**src/rtl/noc_pkg.sv**
```systemverilog
// Shared definitions for the packet injector: FSM state encoding and header layout.
package noc_pkg;

  typedef enum logic [1:0] {IDLE, BODY, TAIL} inj_state_t;

  localparam int DES_LSB = 0;
  localparam int SRC_LSB = 4;
  localparam int LEN_LSB = 8;

  // Lower 16 bits of the header flit; the caller zero-extends to the channel width.
  function automatic logic [15:0] make_header(input logic [3:0] des,
                                              input logic [3:0] src,
                                              input logic [7:0] len);
    logic [15:0] hdr;
    hdr = '0;
    hdr[DES_LSB +: 4] = des;
    hdr[SRC_LSB +: 4] = src;
    hdr[LEN_LSB +: 8] = len;
    return hdr;
  endfunction

endpackage

```
**src/rtl/credit_counter.sv**
```systemverilog
// Up/down credit counter that resets to, and saturates at, MAX_COUNT.
module credit_counter #(
  parameter int MAX_COUNT = 4,
  parameter int WIDTH     = 3
) (
  input  logic             clk,
  input  logic             rst_n,
  input  logic             dec,
  input  logic             inc,
  output logic [WIDTH-1:0] count
);

  always_ff @(posedge clk or negedge rst_n) begin
    if (!rst_n) begin
      count <= WIDTH'(MAX_COUNT);
    end else if (dec && !inc) begin
      count <= count - WIDTH'(1);
    end else if (inc && !dec && (count != WIDTH'(MAX_COUNT))) begin
      count <= count + WIDTH'(1);
    end
  end

endmodule

```
**src/rtl/packet_injector.sv**
```systemverilog
// Builds header + payload packets from PE send commands and drives them over Req/Ack.
// Optional flow control: define INJECTOR_CREDIT_EN to gate M_Req on router credits.
module packet_injector
  import noc_pkg::*;
#(
  parameter int DATA_WIDTH     = 32,
  parameter int MAX_PACKET_LEN = 8,
  parameter int NET_ADDR       = 4,
  parameter int ADDRX          = 0,
  parameter int ADDRY          = 0,
  parameter int CREDIT_INIT    = 4
) (
  input  logic                  Clock,
  input  logic                  nReset,
  input  logic                  Cmd_Valid,
  output logic                  Cmd_Ready,
  input  logic [NET_ADDR-1:0]   Cmd_Des_Addr,
  input  logic [7:0]            Cmd_Len,
  input  logic                  Tx_Valid,
  output logic                  Tx_Ready,
  input  logic [DATA_WIDTH-1:0] Tx_Data,
  output logic                  Len_Err,
  output logic                  M_Req,
  input  logic                  M_Ack,
  output logic [DATA_WIDTH-1:0] M_Data,
  input  logic                  M_Credit
);

  localparam logic [3:0] SRC_ADDR = {2'(ADDRY), 2'(ADDRX)};
  localparam logic [7:0] MAX_LEN  = 8'(MAX_PACKET_LEN);

  inj_state_t            state;
  logic                  out_valid;
  logic [DATA_WIDTH-1:0] flit;
  logic [7:0]            rem;
  logic                  len_err;
  logic                  m_req;
  logic                  xfer;
  logic                  credit_ok;
  logic                  tx_ready;
  logic                  tx_load;
  logic [DATA_WIDTH-1:0] header;

  assign header = DATA_WIDTH'(make_header(4'(Cmd_Des_Addr), SRC_ADDR, Cmd_Len));

`ifdef INJECTOR_CREDIT_EN
  localparam int CW = $clog2(CREDIT_INIT + 1);
  logic [CW-1:0] credits;

  credit_counter #(.MAX_COUNT(CREDIT_INIT), .WIDTH(CW)) u_credit (
    .clk   (Clock),
    .rst_n (nReset),
    .dec   (xfer),
    .inc   (M_Credit),
    .count (credits)
  );

  assign m_req     = out_valid && (credits != '0);
  assign credit_ok = (credits > CW'(1)) || !out_valid || M_Ack;
`else
  localparam int CREDIT_INIT_UNUSED = CREDIT_INIT;
  logic credit_unused;
  assign credit_unused = M_Credit;
  assign m_req         = out_valid;
  assign credit_ok     = 1'b1;
`endif

  // An Ack is only meaningful while a flit is actually being offered.
  assign xfer     = m_req && M_Ack;
  assign tx_ready = (state == BODY) && (!out_valid || xfer) && credit_ok;
  assign tx_load  = Tx_Valid && tx_ready;

  always_ff @(posedge Clock or negedge nReset) begin
    if (!nReset) begin
      state     <= IDLE;
      out_valid <= 1'b0;
      flit      <= '0;
      rem       <= '0;
      len_err   <= 1'b0;
    end else begin
      len_err <= 1'b0;
      case (state)
        IDLE: begin
          if (Cmd_Valid) begin
            if (Cmd_Len > MAX_LEN) begin
              len_err <= 1'b1;
            end else begin
              flit      <= header;
              out_valid <= 1'b1;
              rem       <= Cmd_Len;
              state     <= (Cmd_Len != 8'd0) ? BODY : TAIL;
            end
          end
        end
        BODY: begin
          if (tx_load) begin
            flit      <= Tx_Data;
            out_valid <= 1'b1;
            rem       <= rem - 8'd1;
            if (rem == 8'd1) state <= TAIL;
          end else if (xfer) begin
            out_valid <= 1'b0;
          end
        end
        TAIL: begin
          if (xfer) begin
            out_valid <= 1'b0;
            state     <= IDLE;
          end
        end
        default: state <= IDLE;
      endcase
    end
  end

  assign Cmd_Ready = (state == IDLE);
  assign Tx_Ready  = tx_ready;
  assign Len_Err   = len_err;
  assign M_Req     = m_req;
  assign M_Data    = flit;

endmodule
```
**config.mk**
```make
export PLATFORM = sky130hd
export DESIGN_NAME = packet_injector
export DESIGN_NICKNAME = d
export VERILOG_FILES = /design/src/rtl/noc_pkg.sv /design/src/rtl/credit_counter.sv /design/src/rtl/packet_injector.sv
export SDC_FILE = /design/constraint.sdc
export NUM_CORES = 1
export LEC_CHECK = 0
export CAP_MARGIN = 30
export CORE_MARGIN = 2
export CORE_UTILIZATION = 35
export CTS_BUF_LIST = sky130_fd_sc_hd__clkbuf_8
export DETAILED_ROUTE_END_ITERATION = 8
export DONT_BUFFER_PORTS = 1
export GPL_ROUTABILITY_DRIVEN = 0
export MAX_ROUTING_LAYER = met4
export SYNTH_ARGS = -nofsm -noshare
export SYNTH_HDL_FRONTEND = slang
export SYNTH_SLANG_ARGS = --single-unit
```
**constraint.sdc**
```tcl
create_clock -name Clock -period 2.7 [get_ports Clock]
set_clock_uncertainty 0.2 [all_clocks]
set_input_delay 0.54 -clock Clock [delete_from_list [all_inputs] [get_ports Clock]]
set_output_delay 0.54 -clock Clock [all_outputs]
set_load 0.05 [all_outputs]
```
==> metrics, run 1 <==
Mapped Cells between 200 and 250; R2R cell count 6; Nets 300; post-synthesis register bit count 44; Die Y between 80 and 90 microns; largest family of logic cells by synthesized area compound AO/OA/AOI/OAI gates; switching part of the total 0.540; DR vias/cell about 5.6; Synth cell types 33; first-pass GRT wire length roughly 9.4 mm; Die Footprint approximately 7000 sq um; mean post-synth cell area 9.30 sq um; CTS max path bufs 2; Layout area overhead 12.0%; leak pwr roughly 0.0011 uW; Initial Utilization 0.356; initial DRC count 86; Synth Cell Area around 2200 sq um; Seq/Total Area, Yosys 0.495; first-pass iteration count of the detailed router 4; Comb power frac 0.417; syn_nets 295; PostCTS Resize Cnt 0; TritonCTS Buffers 5; DP Cell Count roughly 310; Port Buffers 0; Yosys Warn Count 0; All-Layer GR Usage 0.172; clk slew on worst S/H paths 0.08 ns; Post-DRT Antenna Nets 0; hold crit path type input port to flip-flop; largest net degree at the start of global routing between 40 and 50; Final period util 0.861; Worst setup EP type output port; part of the power in registers 0.463; Internal 1630 uW; final non-filler cell total approximately 320; RSZ-0062 raised after global routing no; worst vdd ir roughly 550 uV; Simple-Gate Fraction of Synth Area 0.110; DRC viols 0; share of cells above drive strength 1 0.106; mux share of post-synthesis cell area 0.0771; vias in the first global route 1820; asr flop ratio synth 1.00; clock root cell clkbuf_8; Synth Area in XOR/XNOR 0; Final Hold Fails 0; final setup fails 0; H-Tree Depth 2; clk_lat worst skew around 0.3 ns; critical path arrival roughly 1.6 ns; Detail Placement HPWL 3.73 mm; Die Width between 80 and 90 microns; clock sink total 44; Overflow after GRT 0; required time worst endpoint between 1.5 and 2 ns; clock group share of total power 0.120; WL/cell 17.3 microns; number of synthesized flops with an enable pin 0; worst hold slack about 0.16 ns; dominant synthesized flop cell dfrtp_1; Post-CTS Setup Repair Bufs 0; Vias about 1800; final instance area ~2500 sq um; largest fanout on the critical path 16; critical path type flip-flop to output port; initial antenna violation count 0; pwr/cell area between 1000 and 1500 nW/um^2; Fmax achieved 430 MHz; routed wire length 5.57 mm; CP startpoint kind flip-flop; Final Slew Violations 0; Placeable Area roughly 6200 sq um; Final min period about 2.3 ns; Area after DPL approximately 2400 sq um; Ant. Diodes 0; status completed; Top Ports 86; Synth Area in Adders 0.0338; Hold-fix buffers, CTS 2; CTS tree built; worst slew pin tran around 0.53 ns; Setup TNS 0 ns; hold depth 2; Synth Area in Compound Gates 0.233; Sw Pwr about 1900 uW; std cell rows 29; # Max-Cap Violations 0; Max-Slew Margin vs Limit 0.644
## power by group through the flow
stage	clock (uW)	sequential, uW	combinational, uW
global route	468	1680	1700
finish	428	1640	1480
detailed placement	0	1660	1490
CTS	441	1650	1510
floorplan	0	1640	1050
global placement	0	1660	1450
## layout make-up
cell class	count	area (sq um)
well taps	77	96.3
fillers	653	3750
flip-flops and latches	44	1100
clock inverters	2	7.51
repair buffers	15	135
inverters	11	41.3
multi-input cells	167	1030
clock buffers	6	82.6
## Yosys cell counts, drive strengths merged, types with 3 or more instances
cell type / instances / share of area
a21o: 3 / 0.010
a21oi: 4 / 0.0090
a221oi: 4 / 0.016
clkbuf: 15 / 0.025
dfrtp: 44 / 0.50
ha: 6 / 0.034
inv: 11 / 0.019
mux2i: 16 / 0.072
nand2: 24 / 0.041
nand3: 6 / 0.014
nor2: 7 / 0.012
o21ai: 72 / 0.16
o31ai: 4 / 0.014
## final timing paths
kind,start,end,slack [ns]
worst max-delay path,state[1]$_DFFE_PN0P_,Tx_Ready,0.37
worst min-delay path,Tx_Data[28],M_Data[28]$_DFFE_PN0P_,0.16
worst max register to register,state[0]$_DFFE_PN0P_,M_Data[19]$_DFFE_PN0P_,0.50
worst min register to register,rem[1]$_DFFE_PN0P_,rem[1]$_DFFE_PN0P_,0.36
max in group asynchronous,nReset,M_Data[9]$_DFFE_PN0P_,1.55
min in group asynchronous,nReset,M_Data[27]$_DFFE_PN0P_,0.55
## sequential cells by signal, indices dropped and copies added (netlist names)
| name | count |
|---|---|
| Len_Err | 1 |
| rem | 8 |
| M_Data | 32 |
| state | 2 |
| M_Req | 1 |
## routing by layer
| layer | global-route usage | share of wire | vias up |
|---|---|---|---|
| met1 | 0.216 | 0.42 | 876 |
| met4 | 0.0587 | 0.019 | 0 |
| met3 | 0.0396 | 0.076 | 10 |
| li1 | - | - | 854 |
| met2 | 0.274 | 0.49 | 65 |
| met5 | - | 0 | - |
## worst max-delay path, stage by stage, from the launching register on
cell	delay (ns)
dfrtp_1	0.40
inv_1	0.11
ha_2	0.22
buf_4	0.22
and2_1	0.15
buf_4	0.19
## placed cells by master (no fill, tap or decap), types with 2 or more instances in the layout
master,n
o21ai_0,69
nand2_1,24
dfrtp_1,44
o21ai_1,3
mux2i_1,16
a21o_1,3
a221oi_1,4
clkbuf_8,6
nand3_1,6
nand2b_1,2
inv_1,13
a21oi_1,4
buf_4,13
ha_1,5
o31ai_1,4
nor2_1,7
nor2b_1,2
nor4_1,2
o31a_1,2
## stage by stage
stage               setup WS, ns  total power, uW   util
floorplan                  0.246             2700      -
global placement           0.124             3110  0.379
detailed placement        0.0594             3150  0.379
CTS                        0.348             3600  0.399
global route               0.274             3850  0.399
finish                     0.374             3550  0.399
## cell families (layout without fill, tap and decap cells)
group	count (synthesis)	count (layout)
muxes	17	17
and+or+nand+nor	51	51
AOI/OAI and AO/OA	93	93
adders and majority gates	6	6
DFF	44	44
buffers and inverters	28	34
Power figures use the tool's default switching activity.
==> run 2, diff against run 1 <==
--- a/config.mk
+++ b/config.mk
@@ -13,6 +13,7 @@
 export DONT_BUFFER_PORTS = 1
 export GPL_ROUTABILITY_DRIVEN = 0
 export MAX_ROUTING_LAYER = met4
+export SLEW_MARGIN = 30
 export SYNTH_ARGS = -nofsm -noshare
 export SYNTH_HDL_FRONTEND = slang
 export SYNTH_SLANG_ARGS = --single-unit
==> results of run 2 <==
No change in the layout: final DEF, timing and power equal those of run 1.
==> run 3, diff against run 2 <==
--- a/config.mk
+++ b/config.mk
@@ -13,7 +13,7 @@
 export DONT_BUFFER_PORTS = 1
 export GPL_ROUTABILITY_DRIVEN = 0
 export MAX_ROUTING_LAYER = met4
-export SLEW_MARGIN = 30
+export SLEW_MARGIN = 20
 export SYNTH_ARGS = -nofsm -noshare
 export SYNTH_HDL_FRONTEND = slang
 export SYNTH_SLANG_ARGS = --single-unit
==> constraint.sdc (replaced) <==
create_clock -name Clock -period 2.1 [get_ports Clock]
set_clock_uncertainty 0.2 [all_clocks]
set_input_delay 0.42 -clock Clock [delete_from_list [all_inputs] [get_ports Clock]]
set_output_delay 0.42 -clock Clock [all_outputs]
set_load 0.05 [all_outputs]
==> metrics, run 3 (synthesis gave the netlist of run 1 again) <==
critical path arrival around 1.4 ns; first-pass GRT wire length just over 9 mm; hold crit path type input port to flip-flop; Vias around 1900; Fmax achieved 494 MHz; Top Ports 86; std cell rows 29; initial antenna violation count 0; final core occ 0.422; routed wire length 5.58 mm; Setup TNS 0 ns; register area around 1100 sq um; required time worst endpoint 1.48 ns; clock root cell clkbuf_8; Largest register FFs 32; clock sink total between 40 and 50; Die Footprint roughly 7000 sq um; final setup fails 0; initial DRC count 87; Detail Placement HPWL 3.83 mm; Nets approximately 300; TritonCTS Buffers 5; Overflow after GRT 0; Final Slew Violations 0; R2R cell count 5; Port Buffers 0; DRC viols 0; met1 GRT Util 0.215; largest fanout on the critical path 9; worst vdd ir just over 700 uV; Hold Path Sink M_Data[28]$_DFFE_PN0P_; vias in the first global route roughly 1800; layer with the highest usage met2; leak pwr ~0.0011 uW; Post-DRT Antenna Nets 0; CTS tree built; first-pass iteration count of the detailed router 4; clk slew on worst S/H paths approximately 0.080 ns; largest net degree at the start of global routing 45; met3 Use GR 0.0386; pwr/cell area about 1900 nW/um^2; Worst setup EP type output port; H-Tree Depth 2; # Max-Cap Violations 0; CP startpoint kind flip-flop; Final period util 0.964; Initial Utilization 0.356; Die Y between 80 and 90 microns; status completed; WL/cell roughly 17 microns; Worst R2R End rem[2]$_DFFE_PN0P_; Layout area overhead 18.3%; Final min period around 2.0 ns; Final Hold Fails 0; most frequent cells in the layout o21ai_0 (69), dfrtp_1 (44), nand2_1 (24), mux2i_1 (16), buf_4 (15); worst slew pin tran between 0.6 and 0.7 ns; Worst Hold Launch Tx_Data[28]; Reg-to-Reg Start state[1]$_DFFE_PN0P_; r2r setup slk ~0.090 ns; share of cells above drive strength 1 0.158; area occupied by multi-input gates 1070 sq um; Max-Slew Margin vs Limit 0.594; Ant. Diodes 0; CTS max path bufs 2; DR vias/cell around 5.6; layout filler cell count 619; All-Layer GR Usage 0.166; clk_lat worst skew 0.30 ns; hold depth 2; met2 usage 0.262; Placeable Area 6240 sq um; Die Width 83.7 microns; critical path type flip-flop to output port; commonest non-fill, non-tap cell in the layout o21ai_0
run 3: cell count changes in the layout (fill, tap and decap cells not counted), sizes merged:
cell	delta
inv	-2
clkinv	+2
or2	+1
buf	+7
run 3: timing repair:
action / in CTS / in global routing
setup endpoints to repair: 4 / 41
setup buffers: 0 / 2
gates resized for setup: 1 / 6
gates cloned: 0 / 1
pin swaps: 0 / 2
hold buffers: 2 / 0
hold endpoints to repair: 44 / 0
run 3: worst max-delay path by stage:
stage | start | endpoint | slack, ns
3_5_place_dp | Cmd_Len[7] | rem[2]$_DFFE_PN0P_ | -0.25
3_3_place_gp | Cmd_Len[7] | rem[2]$_DFFE_PN0P_ | -0.20
5_1_grt | state[1]$_DFFE_PN0P_ | rem[4]$_DFFE_PN0P_ | -0.02
6_report | state[1]$_DFFE_PN0P_ | Tx_Ready | 0.08
2_1_floorplan | Cmd_Len[7] | rem[2]$_DFFE_PN0P_ | -0.14
4_1_cts | state[1]$_DFFE_PN0P_ | Tx_Ready | -0.05
run 3: routing by layer:
metal | wire, microns | share of wire
met5 | 0 | 0
met4 | 80 | 0.014
met3 | 363 | 0.065
met2 | 2700 | 0.48
met1 | 2450 | 0.44
run 3: layout make-up:
class | count | area share
clock buffers | 6 | 0.0314
clock inverters | 2 | 0.00380
inverters | 11 | 0.0157
multi-input cells | 168 | 0.406
flip-flops and latches | 44 | 0.418
well taps | 77 | 0.0366
repair buffers | 22 | 0.0884
run 3: through the flow:
stage / cells / hold WS (ns) / cell area (sq um) / power (uW) / setup slack (ns)
final: 330 / 0.0441 / 2630 / 4920 / 0.0757
after global routing: 330 / 0.0340 / 2630 / 5290 / -0.0237
after CTS: 327 / 0.0341 / 2570 / 4850 / -0.0461
after detailed placement: 317 / -0.0748 / 2440 / 4250 / -0.250
after global placement: 317 / -0.0749 / 2440 / 4200 / -0.200
after floorplan: 239 / -0.0756 / 2230 / 3480 / -0.138
run 3: power by group:
group	switching [uW]	total [uW]	leakage, uW	internal, uW
combinational	1290	2240	0.000519	954
clock	291	554	0.0000510	263
sequential	964	2120	0.000557	1160
run 3: worst max-delay path: stages, from the launching register on:
cell     delay (ns)
dfrtp_1        0.41
inv_1          0.18
ha_4           0.25
and2_4         0.26
